**src/rtl/if_prefetch_stage.sv**
```systemverilog
// Instruction-fetch stage: handshaked imem port, credit-limited request issue,
// in-order prefetch FIFO of {pc, instr}, and branch redirect with discard of stale responses.
module if_prefetch_stage #(
  parameter int unsigned           XLEN     = 32,
  parameter int unsigned           DEPTH    = 4,
  parameter logic [XLEN-1:0]       RESET_PC = '0,
  parameter int unsigned           PC_STEP  = 4
) (
  input  logic            clk,
  input  logic            rst,
  output logic            imem_req_valid,
  input  logic            imem_req_ready,
  output logic [XLEN-1:0] imem_req_addr,
  input  logic            imem_rsp_valid,
  input  logic [XLEN-1:0] imem_rsp_data,
  input  logic            branch_taken,
  input  logic [XLEN-1:0] branch_address,
  input  logic            id_ready,
  output logic            if_valid,
  output logic [XLEN-1:0] if_instr,
  output logic [XLEN-1:0] if_pc
);

  localparam int unsigned CW = $clog2(DEPTH + 1);
  localparam int unsigned PW = $clog2(DEPTH);
  localparam logic [XLEN-1:0] STEP = XLEN'(PC_STEP);
  localparam logic [CW:0]     CREDIT_LIMIT = (CW + 1)'(DEPTH);

  logic [XLEN-1:0] fetch_pc;
  logic [XLEN-1:0] rsp_pc;
  logic [CW-1:0]   count;
  logic [CW-1:0]   outst;
  logic [CW-1:0]   discard;
  logic [PW-1:0]   rd_ptr;
  logic [PW-1:0]   wr_ptr;
  logic [XLEN-1:0] fifo_pc   [DEPTH];
  logic [XLEN-1:0] fifo_data [DEPTH];

  logic [CW:0]     credit_used;
  logic            credit_ok;
  logic            req_fire;
  logic            rsp_ok;
  logic            rsp_drop;
  logic            push;
  logic            pop;
  logic [XLEN-1:0] redirect_pc;

  // Handshake and bookkeeping strobes
  always_comb begin
    credit_used    = (CW + 1)'(count) + (CW + 1)'(outst);
    credit_ok      = credit_used < CREDIT_LIMIT;
    imem_req_valid = !rst && !branch_taken && credit_ok;
    imem_req_addr  = fetch_pc;
    req_fire       = imem_req_valid && imem_req_ready;
    // A response with nothing outstanding is a protocol error and is ignored entirely.
    rsp_ok         = imem_rsp_valid && (outst != '0);
    rsp_drop       = rsp_ok && (discard != '0);
    push           = rsp_ok && !rsp_drop && !branch_taken;
    if_valid       = (count != '0) && !branch_taken && !rst;
    pop            = if_valid && id_ready;
    redirect_pc    = branch_address & ~XLEN'(3);
  end

  // FIFO head presented to ID; NOP when nothing valid
  always_comb begin
    if_instr = '0;
    if_pc    = '0;
    if (if_valid) begin
      if_instr = fifo_data[rd_ptr];
      if_pc    = fifo_pc[rd_ptr];
    end
  end

  // Control state: PCs, occupancy, in-flight and stale-response counters
  always_ff @(posedge clk) begin
    if (rst) begin
      fetch_pc <= RESET_PC;
      rsp_pc   <= RESET_PC;
      count    <= '0;
      outst    <= '0;
      discard  <= '0;
      rd_ptr   <= '0;
      wr_ptr   <= '0;
    end else if (branch_taken) begin
      // Every request still in flight after this cycle belongs to the old path,
      // so discard tracks outst exactly; repeated redirects keep all of them marked.
      fetch_pc <= redirect_pc;
      rsp_pc   <= redirect_pc;
      count    <= '0;
      rd_ptr   <= '0;
      wr_ptr   <= '0;
      outst    <= outst - CW'(rsp_ok);
      discard  <= outst - CW'(rsp_ok);
    end else begin
      if (req_fire) begin
        fetch_pc <= fetch_pc + STEP;
      end
      outst <= outst + CW'(req_fire) - CW'(rsp_ok);
      if (rsp_drop) begin
        discard <= discard - CW'(1);
      end
      if (push) begin
        rsp_pc <= rsp_pc + STEP;
        wr_ptr <= wr_ptr + PW'(1);
      end
      if (pop) begin
        rd_ptr <= rd_ptr + PW'(1);
      end
      count <= count + CW'(push) - CW'(pop);
    end
  end

  // FIFO storage; contents are only meaningful under count
  always_ff @(posedge clk) begin
    if (push && !rst) begin
      fifo_pc[wr_ptr]   <= rsp_pc;
      fifo_data[wr_ptr] <= imem_rsp_data;
    end
  end

endmodule

```
**config.mk**
```make
export PLATFORM = sky130hd
export DESIGN_NAME = if_prefetch_stage
export DESIGN_NICKNAME = d
export VERILOG_FILES = /design/src/rtl/if_prefetch_stage.sv
export SDC_FILE = /design/constraint.sdc
export NUM_CORES = 1
export LEC_CHECK = 0
export CORE_MARGIN = 2
export CORE_UTILIZATION = 62
export CTS_BUF_LIST = sky130_fd_sc_hd__clkbuf_2 sky130_fd_sc_hd__clkbuf_4 sky130_fd_sc_hd__clkbuf_8
export DETAILED_ROUTE_END_ITERATION = 16
export PLACE_DENSITY_LB_ADDON = 0.15
export SLEW_MARGIN = 5
export SYNTH_ARGS = -nofsm -noshare
export SYNTH_HDL_FRONTEND = slang
export SYNTH_SLANG_ARGS = --single-unit
```
**constraint.sdc**
```tcl
create_clock -name clk -period 6.27 [get_ports clk]
set_input_delay 1.254 -clock clk [delete_from_list [all_inputs] [get_ports clk]]
set_output_delay 1.254 -clock clk [all_outputs]
set_load 0.02 [all_outputs]
```
==> run_results.csv <==
group,metric,value,unit
sta,relSlewSlack,18.8,%
cells_and_area,final_net_count,1188,
floorplanning,fp.dieH,152,um
power_and_ir_drop,power.total,4.56,mW
detailed_routing,vias_per_cell,5.92,
power_and_ir_drop,combPwrFrac,8.4,%
setup_path,required,5.02,ns
global_routing,grt_overflow_total,0,
sta,finalHoldViolCount,0,
detailed_routing,initialDrtViolationCount,618,
global_routing,grt_pass1_wl,44.1,mm
clocking,worstSkewPairLatency,0.55,ns
floorplanning,std_cell_rows,54,
placed_design,gp_congestion,0.878,
min_path,worstHoldPathCells,2,
yosys,syn_avg_cell_area,14.7,sq um
setup_path,cp_common_cell,"clkdlybuf4s50_1",
setup_path,path_buf_inv,3,
floorplanning,die-area,23100,sq um
power_and_ir_drop,power_frac_clock,38.0,%
yosys,ys_async_sr_fraction,0,%
sta,clock_skew,0.0120,ns
yosys,seq_area_frac_synth,65.8,%
min_path,hp-class,"reg2reg",
cells_and_area,stdcell_area,16500,sq um
setup_path,r2r_end,"outst[2]",
detailed_routing,wire_per_inst,19.2,um
yosys,synthTopCellsByCount,"248 x edfxtp_1, 75 x dfxtp_1, 68 x and2_1, 62 x mux4_2, 57 x nand2_1",
yosys,synth_top_area_cell,"edfxtp_1",
sta,rsz0062_at_grt,"false",
clocking,cts_setup_buffers,0,
setup_path,critPathTopFamily,"buffers and inverters",
clocking,cts_buffer_depth,3,
cells_and_area,final_cells,1421,
min_path,min_from,"wr_ptr[1]",
power_and_ir_drop,p_per_area,277,nW/um^2
sta,fmax,207,MHz
clocking,numClockSinks,323,
clocking,htree_levels,2,
cells_and_area,fillers,1325,
yosys,ys_top_cells_by_area,"edfxtp_1 55%, dfxtp_1 11%, mux4_2 10%, and2_1 3.1%, nand2_1 1.6%",
global_routing,grt_max_degree,75,
sta,worst_slew_pin_slew,1.21,ns
cells_and_area,drive_above_1_share,15.5,%
detailed_routing,vias,8410,
job,maxCapViolCount,0,
global_routing,grt_pass1_vias,8379,
power_and_ir_drop,irDropWorstVdd,279,uV
sta,slew_violations,0,
run_status,status,"complete, no violations",
floorplanning,boundaryPins,168,
placed_design,place_hpwl,17.3,mm
floorplanning,start_util,62.7,%
setup_path,crit_type,"in2out",
sta,timing.final.crit_share,77.1,%
detailed_routing,wl,27.3,mm
setup_path,rr_startpoint,"outst[2]",
power_and_ir_drop,p_sw,1.04,mW
clocking,cts_tree,"yes",
yosys,yosysMostFrequentCell,"edfxtp_1",
clocking,cts_hold_buffers,0,
setup_path,crit_path_cell_trace,"clkdlybuf4s50_1 -> or2_2 -> nor2_4 -> buf_4 -> and2_1 -> clkdlybuf4s50_1",
sta,finalSetupViolCount,0,
cells_and_area,area.growth.synth_to_final,21.2,%
cells_and_area,multi_input_area,4340,sq um
yosys,synthesis.area,13600,sq um
cells_and_area,n_antenna_cell,0,
setup_path,crit_start,"rst",
floorplanning,die_w,152,um
yosys,ys_ff_latch,323,
min_path,hold_end,"wr_ptr[1]",
placed_design,place_inst,1328,
detailed_routing,dr.pass1.iters,4,
power_and_ir_drop,pwr-share-seq,53.6,%
setup_path,max_stage_delay,0.61,ns
power_and_ir_drop,internal_power,3.52,mW
yosys,synth_top_area_share,54.8,%
yosys,yosys_warnings,0,
floorplanning,core,21700,sq um
setup_path,worstPathArrival,3.58,ns
clocking,cts_buffers,50,
setup_path,reg2regPathDepth,12,
yosys,synth-edff-count,248,
setup_path,rrSetupSlack,2.96,ns
placed_design,portBuffers,161,
global_routing,antenna_found_initial,0,
detailed_routing,drc,0,
detailed_routing,antenna_left,0,
placed_design,place_area,15500,sq um
clocking,path_clk_slew,0.06,ns
sta,finalCriticalPeriod,4.84,ns
clocking,cts-root-buf,"clkbuf_8",
power_and_ir_drop,leakagePower,5.32,nW
clocking,cts_resized,0,
cells_and_area,regArea,8950,sq um
setup_path,start_kind,"input port",
global_routing,groute.usage.overall,23.8,%
setup_path,crit_cells,6,
power_and_ir_drop,switching_share,22.9,%
setup_path,cp_max_fo,65,
yosys,synth-main-ff-cell,"edfxtp_1",
setup_path,worstSetupEndpointType,"output pin",
yosys,ys_types,56,
yosys,syn-instance-count,924,
setup_path,slowest_stage,"clkdlybuf4s50_1",
sta,finalSetupTns,0,ns
[placed cells by master (no fill, tap or decap), types with 9 or more instances in the layout]
cell	Yosys	final
o211ai_1	9	9
o21ai_0	15	15
a21boi_0	13	13
a31oi_1	17	17
buf_4	4	14
clkinv_2	0	11
a311oi_1	10	10
xnor2_1	23	23
mux4_2	62	62
and2_1	68	68
nor3_1	11	11
clkbuf_8	0	51
a21oi_1	22	22
ha_1	16	16
clkbuf_4	0	13
nand2_1	57	57
clkdlybuf4s50_1	0	161
nand4_1	16	16
nor2_1	39	38
nor4_1	12	12
dfxtp_1	75	73
nand3_1	34	34
edfxtp_1	248	248
clkinv_1	1	15
inv_1	28	27
[cells by family (layout without fill, tap and decap cells)]
family,count (synthesis),count (layout),share of synthesized area [%]
DFF,323,323,65.8
muxes,66,66,10.6
buffers and inverters,83,297,2.43
other,1,4,0.0276
and+or+nand+nor,283,283,11.4
AOI/OAI and AO/OA,119,119,5.99
xor gates and xnor gates,31,31,2.00
adders and majority gates,18,18,1.77
[worst reg2reg max path, stage by stage (launching register included)]
cell      delay, ns
dfxtp_1        0.42
ha_1           0.26
nor3_1         0.20
and4_1         0.24
clkinv_1       0.45
ha_1           0.49
inv_1          0.04
ha_1           0.18
fa_1           0.38
xor2_1         0.15
o21ai_0        0.19
xnor2_1        0.14
nor2_1         0.05
[worst max path at each step]
stage,to,slack (ns)
finish,if_pc[29],1.43
global route,if_pc[21],1.30
CTS,if_pc[15],1.40
detailed placement,outst[2],1.26
global placement,outst[2],1.21
floorplan,outst[2],2.34
[final cells by class]
cell class	count	area share [%]
repair buffers	175	10.4
clock buffers	64	4.85
clock inverters	29	1.25
multi-input cells	521	26.4
well taps	280	2.13
inverters	29	0.661
flip-flops and latches	323	54.3
[layer usage]
layer,track usage (%),part of all wire [%]
met5,0,0
met4,5.56,1.5
met3,4.56,6.6
met2,39.2,49
met1,33.4,43
[stage by stage]
step | utilization [%] | setup WS (ns) | hold slack, ns
2_1_floorplan | - | 2.34 | 0.460
3_5_place_dp | 71.3 | 1.26 | 0.505
6_report | 76.0 | 1.43 | 0.506
5_1_grt | 76.0 | 1.30 | 0.525
3_3_place_gp | 71.3 | 1.21 | 0.487
4_1_cts | 76.0 | 1.40 | 0.514
[power groups by stage]
stage	clock [mW]	combinational [mW]	sequential, mW
final	1.73	0.384	2.45
after global routing	1.86	0.424	2.45
after CTS	1.77	0.387	2.45
after detailed placement	0	0.385	2.49
after global placement	0	0.376	2.48
after floorplan	0	0.229	2.48
[registers in the layout (all words and copies together), names as in the netlist, named ones only]
signal	cells
rd_ptr	2
count	3
outst	3
discard	3
imem_req_addr	30
fifo_data	128
rsp_pc	30
wr_ptr	2
fifo_pc	120
(Power assumes the default switching activity.)
